File: src/rtl/encoder_pass_sched_pkg.sv
// Shared definitions for the encoder pass sequencer: state codes, state-bank
// geometry and the read-address mapping used by every function unit.
package encoder_pass_sched_pkg;

  localparam int ADDR_W = 6;
  localparam int LINES  = 2 ** ADDR_W;

  typedef logic [2:0] state_t;

  localparam state_t S_IDLE   = 3'd0;
  localparam state_t S_LAUNCH = 3'd1;
  localparam state_t S_WAIT   = 3'd2;
  localparam state_t S_SWAP   = 3'd3;
  localparam state_t S_FINISH = 3'd4;

  // Units present the line they are about to produce; the source line is one
  // behind, wrapping so that line 0 reads the last line of the bank.
  function automatic logic [ADDR_W-1:0] rd_addr_of(input logic [ADDR_W-1:0] cnt);
    return cnt - ADDR_W'(1);
  endfunction

endpackage

File: src/rtl/encoder_pass_sched_watchdog.sv
// Per-pass watchdog: counts enabled cycles since the last clear and flags
// expiry once the count has reached TIMEOUT.
module pass_watchdog #(
  parameter int TIMEOUT = 255
) (
  input  logic clk,
  input  logic rst,
  input  logic clr,
  input  logic en,
  output logic expired
);

  localparam int WD_W = $clog2(TIMEOUT + 1);

  logic [WD_W-1:0] cnt_q, cnt_d;

  // Next count: clear wins, otherwise count up while enabled and hold at TIMEOUT.
  always_comb begin
    cnt_d = cnt_q;
    if (clr) begin
      cnt_d = '0;
    end else if (en && (cnt_q != WD_W'(TIMEOUT))) begin
      cnt_d = cnt_q + WD_W'(1);
    end
  end

  // Counter register.
  always_ff @(posedge clk or negedge rst) begin
    if (!rst) cnt_q <= '0;
    else      cnt_q <= cnt_d;
  end

  assign expired = en && (cnt_q == WD_W'(TIMEOUT));

endmodule

File: src/rtl/encoder_pass_sched.sv
// Sequencer running NUM_FUNCS encoder units for NUM_ROUNDS rounds over a
// ping-pong pair of state banks, with per-pass line-count and watchdog checks.
//
//   state  | meaning
//   IDLE   | waiting for a rising start edge
//   LAUNCH | one-cycle fu_start to unit `step`, pass counters cleared
//   WAIT   | unit running; writes counted, watchdog running
//   SWAP   | pass accepted; flip banks and advance step/round
//   FINISH | one-cycle done pulse, result bank published
module encoder_pass_sched
  import encoder_pass_sched_pkg::*;
#(
  parameter int NUM_FUNCS  = 3,
  parameter int NUM_ROUNDS = 2,
  parameter int FSEL_W     = 2,
  parameter int TIMEOUT    = 255
) (
  input  logic              clk,
  input  logic              rst,
  input  logic              start,
  output logic              done,
  output logic              busy,
  output logic              error,
  output logic [FSEL_W-1:0] fu_sel,
  output logic              fu_start,
  input  logic              fu_done,
  input  logic [ADDR_W-1:0] fu_cnt,
  input  logic              fu_wr_en,
  output logic              rd_bank,
  output logic [ADDR_W-1:0] rd_addr,
  output logic              wr_bank,
  output logic [ADDR_W-1:0] wr_addr,
  output logic              mem_we,
  output logic              result_bank
);

  localparam int CNT_W = ADDR_W + 1;
  localparam int RND_W = (NUM_ROUNDS > 1) ? $clog2(NUM_ROUNDS) : 1;
  localparam logic [CNT_W-1:0]  CNT_SAT    = CNT_W'(LINES + 1);
  localparam logic [CNT_W-1:0]  CNT_FULL   = CNT_W'(LINES);
  localparam logic [FSEL_W-1:0] LAST_STEP  = FSEL_W'(NUM_FUNCS - 1);
  localparam logic [RND_W-1:0]  LAST_ROUND = RND_W'(NUM_ROUNDS - 1);

  state_t            state_q, state_d;
  logic              start_q, start_d;
  logic [FSEL_W-1:0] step_q, step_d;
  logic [RND_W-1:0]  round_q, round_d;
  logic              rd_bank_q, rd_bank_d;
  logic              result_bank_q, result_bank_d;
  logic              error_q, error_d;
  logic [ADDR_W-1:0] wr_addr_q, wr_addr_d;
  logic [CNT_W-1:0]  wr_cnt_q, wr_cnt_d;
  logic              wd_expired;

  pass_watchdog #(.TIMEOUT(TIMEOUT)) u_watchdog (
    .clk     (clk),
    .rst     (rst),
    .clr     (state_q == S_LAUNCH),
    .en      (state_q == S_WAIT),
    .expired (wd_expired)
  );

  // Sequencer next-state and datapath updates.
  always_comb begin
    state_d       = state_q;
    start_d       = start;
    step_d        = step_q;
    round_d       = round_q;
    rd_bank_d     = rd_bank_q;
    result_bank_d = result_bank_q;
    error_d       = error_q;
    wr_addr_d     = wr_addr_q;
    wr_cnt_d      = wr_cnt_q;
    case (state_q)
      S_IDLE: begin
        if (start && !start_q) begin
          error_d   = 1'b0;
          step_d    = '0;
          round_d   = '0;
          rd_bank_d = 1'b0;
          state_d   = S_LAUNCH;
        end
      end
      S_LAUNCH: begin
        wr_addr_d = '0;
        wr_cnt_d  = '0;
        state_d   = S_WAIT;
      end
      S_WAIT: begin
        if (fu_wr_en) begin
          wr_addr_d = wr_addr_q + ADDR_W'(1);
          if (wr_cnt_q != CNT_SAT) wr_cnt_d = wr_cnt_q + CNT_W'(1);
        end
        // A write in the completion cycle is already folded into wr_cnt_d.
        if (fu_done) begin
          if (wr_cnt_d != CNT_FULL) begin
            error_d = 1'b1;
            state_d = S_FINISH;
          end else begin
            state_d = S_SWAP;
          end
        end else if (wd_expired) begin
          error_d = 1'b1;
          state_d = S_FINISH;
        end
      end
      S_SWAP: begin
        rd_bank_d = !rd_bank_q;
        if (step_q == LAST_STEP) begin
          step_d  = '0;
          round_d = round_q + RND_W'(1);
          state_d = (round_q == LAST_ROUND) ? S_FINISH : S_LAUNCH;
        end else begin
          step_d  = step_q + FSEL_W'(1);
          state_d = S_LAUNCH;
        end
      end
      S_FINISH: begin
        result_bank_d = rd_bank_q;
        state_d       = S_IDLE;
      end
      default: state_d = S_IDLE;
    endcase
  end

  // Sequencer registers.
  always_ff @(posedge clk or negedge rst) begin
    if (!rst) begin
      state_q       <= S_IDLE;
      start_q       <= 1'b0;
      step_q        <= '0;
      round_q       <= '0;
      rd_bank_q     <= 1'b0;
      result_bank_q <= 1'b0;
      error_q       <= 1'b0;
      wr_addr_q     <= '0;
      wr_cnt_q      <= '0;
    end else begin
      state_q       <= state_d;
      start_q       <= start_d;
      step_q        <= step_d;
      round_q       <= round_d;
      rd_bank_q     <= rd_bank_d;
      result_bank_q <= result_bank_d;
      error_q       <= error_d;
      wr_addr_q     <= wr_addr_d;
      wr_cnt_q      <= wr_cnt_d;
    end
  end

  assign done        = (state_q == S_FINISH);
  assign busy        = (state_q != S_IDLE);
  assign error       = error_q;
  assign fu_sel      = step_q;
  assign fu_start    = (state_q == S_LAUNCH);
  assign rd_bank     = rd_bank_q;
  assign wr_bank     = !rd_bank_q;
  assign rd_addr     = rd_addr_of(fu_cnt);
  assign wr_addr     = wr_addr_q;
  assign mem_we      = fu_wr_en && (state_q == S_WAIT);
  // The final bank is exposed in the done cycle itself, then held.
  assign result_bank = (state_q == S_FINISH) ? rd_bank_q : result_bank_q;

endmodule

File: config.mk
export PLATFORM = sky130hd
export DESIGN_NAME = encoder_pass_sched
export DESIGN_NICKNAME = d
export VERILOG_FILES = /design/src/rtl/encoder_pass_sched_pkg.sv /design/src/rtl/encoder_pass_sched_watchdog.sv /design/src/rtl/encoder_pass_sched.sv
export SDC_FILE = /design/constraint.sdc
export NUM_CORES = 1
export LEC_CHECK = 0
export ABC_AREA = 1
export BUFFER_PORTS_ARGS = -buffer_cell sky130_fd_sc_hd__buf_2
export CORE_AREA = 2 2 59 74
export CTS_BUF_LIST = sky130_fd_sc_hd__clkbuf_8 sky130_fd_sc_hd__clkbuf_16
export DETAILED_ROUTE_END_ITERATION = 6
export DIE_AREA = 0 0 61 76
export HOLD_SLACK_MARGIN = 0.15
export PLACE_DENSITY_LB_ADDON = 0.12
export SLEW_MARGIN = 20
export SYNTH_ARGS = -nofsm -noshare
export SYNTH_HDL_FRONTEND = slang
export SYNTH_HIERARCHICAL = 1
export SYNTH_SLANG_ARGS = --single-unit
File: constraint.sdc
create_clock -name clk -period 4.3 [get_ports clk]
set_input_delay 0.215 -clock clk [delete_from_list [all_inputs] [get_ports clk]]
set_output_delay 0.215 -clock clk [all_outputs]
set_load 0.02 [all_outputs]
# [Word level (Yosys, flattened, before mapping)]
# Cells that the tools add are included.
[totals] output_inout_bits=22 reg_bits=31 inputBits=11 word_cells=74
[op_classes] eq_ne=14 n_addsub=6 reduce_logical=17 mux=27
[ops] operator="7-bit two-way mux" n=3
[ops] operator="3-bit two-way mux" n=6
[ops] operator="8-bit two-way mux" n=2
[ops] operator="7-bit != test, second input constant" n=2
[ops] operator="7-bit one-hot mux with 2 select lines" n=1
[ops] operator="3-bit one-hot mux with 4 select lines" n=1
[ops] operator="6-bit one-hot mux with 2 select lines" n=1
[ops] operator="8-bit by 1-bit adder with 8-bit output, second input constant" n=1
[ops] operator="8-bit equality test, second input constant" n=1
[ops] operator="8-bit != test, second input constant" n=1
[ops] operator="2-bit nonzero test" n=4
[ops] operator="7-bit by 1-bit adder with 7-bit output, second input constant" n=1
[ops] operator="6-bit by 1-bit adder with 6-bit output, second input constant" n=1
[ops] operator="3-bit by 2-bit equality test with 1-bit output, second input constant" n=2
[ops] operator="1-bit two-way mux" n=6
[ops] operator="6-bit two-way mux" n=1
[ops] operator="2-bit != test, second input constant" n=3
[ops] operator="3-bit != test, second input constant" n=2
[ops] operator="1-bit one-hot mux with 2 select lines" n=3
[ops] operator="2-bit AND reduction" n=3
[ops] operator="6-bit by 1-bit subtractor with 6-bit output, second input constant" n=1
[ops] operator="1-bit logical AND" n=4
[ops] operator="2-bit two-way mux" n=2
[ops] operator="2-bit one-hot mux with 2 select lines" n=1
[ops] operator="10 further kinds" n=11

# [Logic depth before layout (Yosys ltp)]
[logic_depth] word_depth=8 depth_mapped=12 mapped_depth_nobuf=12

# [By module]
# The synthesis kept the hierarchy.
[by_module_without_submodules] mod="encoder_pass_sched" cells_each=182 seq_area_each_um2=575.6 area_each_um2=1375.1 n_inst=1
[by_module_without_submodules] mod="pass_watchdog" cells_each=72 seq_area_each_um2=200.2 area_each_um2=519.2 n_inst=1

# [Least setup slack after synthesis]
# No wires, ideal clock.
[synth_timing] path_type="register to register" start="register state_q[2]" end="register wr_addr_q[5], in the netlist wr_addr[5]" slack_ns=2.525 t_arrival_ns=1.654 period_less_slack_ns=1.775 path_buffers=0 setup_time_ns=0.121 path_stages_with_launch=9 t_required_ns=4.179 path_cell_list="dfrtp_1 -> nor3_2 -> inv_4 -> nand2_4 -> nand2_2 -> nor2_4 -> nand2_2 -> o21ai_1 -> a21oi_1"
[synth_between] elab_chain_cells=3 elab_cells_between_ends=6 classes_between="eq/ne: 3; mux: 1; reduce/logical: 2"
[synth_rtl] element="start, declared" line="encoder_pass_sched.sv:44" source="state_t state_q, state_d;"
[synth_rtl] element="start signal, assigned" line="encoder_pass_sched.sv:139" source="state_q <= state_d;"
[synth_rtl] element="3-bit by 1-bit equality test with 1-bit output *"
[synth_rtl] element="net fu_start" line="encoder_pass_sched.sv:25" source="output logic fu_start,"
[synth_rtl] element="2-bit nonzero test (no source line)"
[synth_rtl] element="2-bit AND reduction (no source line)"
[synth_rtl] element="end signal, assigned" line="encoder_pass_sched.sv:146" source="wr_addr_q <= wr_addr_d;"
[synth_rtl] element="end, declared" line="encoder_pass_sched.sv:51" source="logic [ADDR_W-1:0] wr_addr_q, wr_addr_d;"
# The timed path passes the listed nets; every way through them passes the cells marked *.
# A chain may end at the register's enable or synchronous reset.

# [Final worst setup path]
[layout_timing] start="register state_q[2]" end="output port mem_we"
[layout_between] elab_chain_cells=2
[layout_rtl] element="3-bit by 2-bit equality test with 1-bit output" line="encoder_pass_sched.sv:160" source="assign mem_we = fu_wr_en && (state_q == S_WAIT);"
[layout_rtl] element="1-bit logical AND" line="encoder_pass_sched.sv:160"
[layout_rtl] element="end, declared" line="encoder_pass_sched.sv:33" source="output logic mem_we,"
# No other way between the ends.

==> flow_summary.yaml <==
final_layout:
  drive_gt1_share_pct: 21.2
  syn_to_final_growth_pct: 16.8
  num-nets-final: 310
  antenna-diode-count: 0
  nFillCells: 408
global_route:
  grt_pass1_vias: 1672
  grt_max_degree: 32
  grt_use_total_pct: 19.9
  antenna_found_initial: 0
  grt_first_pass_wirelength_um: 7050
  grt_overflow: 0
clock_network:
  cts_buffers: 5
  cts_tree: "yes"
  post_cts_resized: 0
  clkTransAtPathRegs_ns: 0.07
  postCtsSetupBuffers: 0
  clockRootBuffer: "clkbuf_8"
  htreeDepth: 2
  cts_buffer_depth: 2
  clk_latency_ns: 0.28
  clock_sinks: 31
  ctsHoldBuffers: 2
sta:
  setup_ws_ns: 2.42
  layout_min_cycle_time_ns: 1.88
  relSlewSlack_pct: 52.9
  rsz0062_at_grt: "no"
  drv_slew: 0
  period_share_pct: 43.8
  clock_skew_ns: 0.00703
  hold_viol_final: 0
  fmax_mhz: 532
  finalSetupTns_ns: 0
  setup_viol: 0
  worst_pin_slew_ns: 0.707
  whs_ns: 0.268
critical_path:
  timing.rr.start: "state_q[2]"
  rr_worst_depth: 9
  path_cells: "nor3_4 > nand2_4 > inv_1 > buf_2"
  critPathMaxFanout: 12
  worstPathRequired_ns: 4.09
  critPathSlowestCell: "nor3_4"
  critPathCaptureType: "output pin"
  crit_type: "flop to output pin"
  reg2reg_slack_ns: 2.44
  critPathArrivalTime_ns: 1.67
  cpPeakStageDelay_ns: 0.54
  startpoint_type: "flop"
  r2r_end: "error"
logic_synthesis:
  ys_top_cells_by_count: "nand2_1 (62), inv_1 (38), dfrtp_1 (31)"
  synth_compound_area_share_pct: 9.25
  synth_top_family_by_area: "simple AND/OR/NAND/NOR gates"
  synth.area.mux_share_pct: 0
  ys_types: 27
  synthArstFlopShare_pct: 100
  synth_fa_ha_area_share_pct: 3.30
  yosys.area.top_type: "dfrtp_1"
  syn-num-nets: 270
  ys_top_cells_by_area: "dfrtp_1 (41%), nand2_1 (12%), inv_1 (7.5%)"
  ys_ff_latch: 31
  seq_area_frac_synth_pct: 41.0
  ys_warn_count: 6
  syn-cell-area_um2: 1890
  yosys.area_share.simple_pct: 35.5
  yosysMostFrequentCell: "nand2_1"
  yosys.area.top_type_share_pct: 41.0
  synth-edff-count: 0
  synth-xor-area-share_pct: 2.31
  syn_avg_cell_area_um2: 7.46
  synth_cells: 254
  synth-main-ff-cell: "dfrtp_1"
worst_hold_path:
  whs_path_depth: 4
  hold_start: "fu_done"
  hold_end: "state_q[1]"
  hold_path_class: "primary input to flop"
flow_run:
  drv_cap: 0
die:
  rows: 26
  pin_count: 33
  fp.dieArea_um2: 4640
  die_w_um: 61
  dieHeight_um: 76
  start_util_pct: 47.3
  core_um2: 4000
drt:
  wl_um: 4000
  firstDrtPassIters: 4
  wl_per_cell_um: 11.5
  drtIter0Drc: 70
  ant_nets: 0
  vias_per_cell: 4.95
  num_vias: 1729
  route.detailed.drc: 0
placement:
  place.detailed.hpwl_um: 3020
  port-buffer-count: 32
  gp_congestion: 0.828
  preCtsSetupSlack_ns: 2.45
power:
  total_leakage_power_uw: 0.00118
  p_per_area_nw_per_um2: 526
  ir_worst_vdd_v: 0.000234
  finalPower_uw: 1160
status:
  status: "finished clean"
[through the flow]
stage | area [µm²] | util, % | std cells
3_5_place_dp | 2120 | 53.0 | 341
4_1_cts | 2210 | 55.3 | 349
5_1_grt | 2210 | 55.3 | 349
6_report | 2210 | 55.3 | 349
2_1_floorplan | 1890 | - | 254
3_3_place_gp | 2120 | 53.0 | 341
[final cells by class]
class,instances,area (µm²),area share [%]
Clock buffer,5,68.8,3.11
Clock inverter,1,3.75,0.170
Inverter,42,160,7.24
Multi-Input combinational cell,180,953,43.1
Sequential cell,31,776,35.1
Tap cell,56,70.1,3.17
Timing Repair Buffer,34,180,8.14
[worst max path at each step]
stage                          start    endpoint  slack [ns]  depth (start not counted)
final                     state_q[2]      mem_we        2.42                          4
after global routing      state_q[2]       error        2.26                          9
after CTS                 state_q[2]      mem_we        2.39                          4
after detailed placement  state_q[2]       error        2.45                          9
after global placement    state_q[2]       error        2.51                          9
after floorplan           state_q[2]  wr_addr[5]        2.53                          8
[sequential cells by signal, summed over array words and instances, names as in the netlist, 2 cells and up]
signal / flops
wr_addr: 6
wr_cnt_q: 7
u_watchdog/cnt_q: 8
fu_sel: 2
state_q: 3
[metal layers]
layer,global-route usage (%),share of wire (%)
met4,7.61,0.98
met5,0,0
met3,4.07,3.4
met1,25.0,43
met2,32.7,52
[cells in the final DEF, fill, tap and decap left out, drive strengths merged]
master and instances:
buf 32, or2 2, dlygate4sd3 2, nand4 2, o21ai 13, clkbuf 5, o22ai 3, a21oi 16
nor3 10, xnor2 2, nand2 71, xor2 3, inv 43, nand3b 1, dfrtp 31, o21bai 1
ha 5, nand3 26, nor2 25
[power breakdown]
group          internal [µW]  total, µW  switching (µW)
logic                    168        528             360
registers                360        426            65.9
clock network            105        209             104
total                    633       1160             530
[kinds of logic after synthesis]
group                      after synthesis
adders and majority gates                5
DFF                                     31
and+or+nand+nor                        137
xor gates and xnor gates                 5
AOI/OAI and AO/OA                       33
buffers and inverters                   43
[critical path, delay by kind of cell, from the launching register on]
family        cells  cell delay (ns)
simple gates      2             0.66
flops             1             0.45
buf+inv           2             0.27
Power figures use the tool's default switching activity.
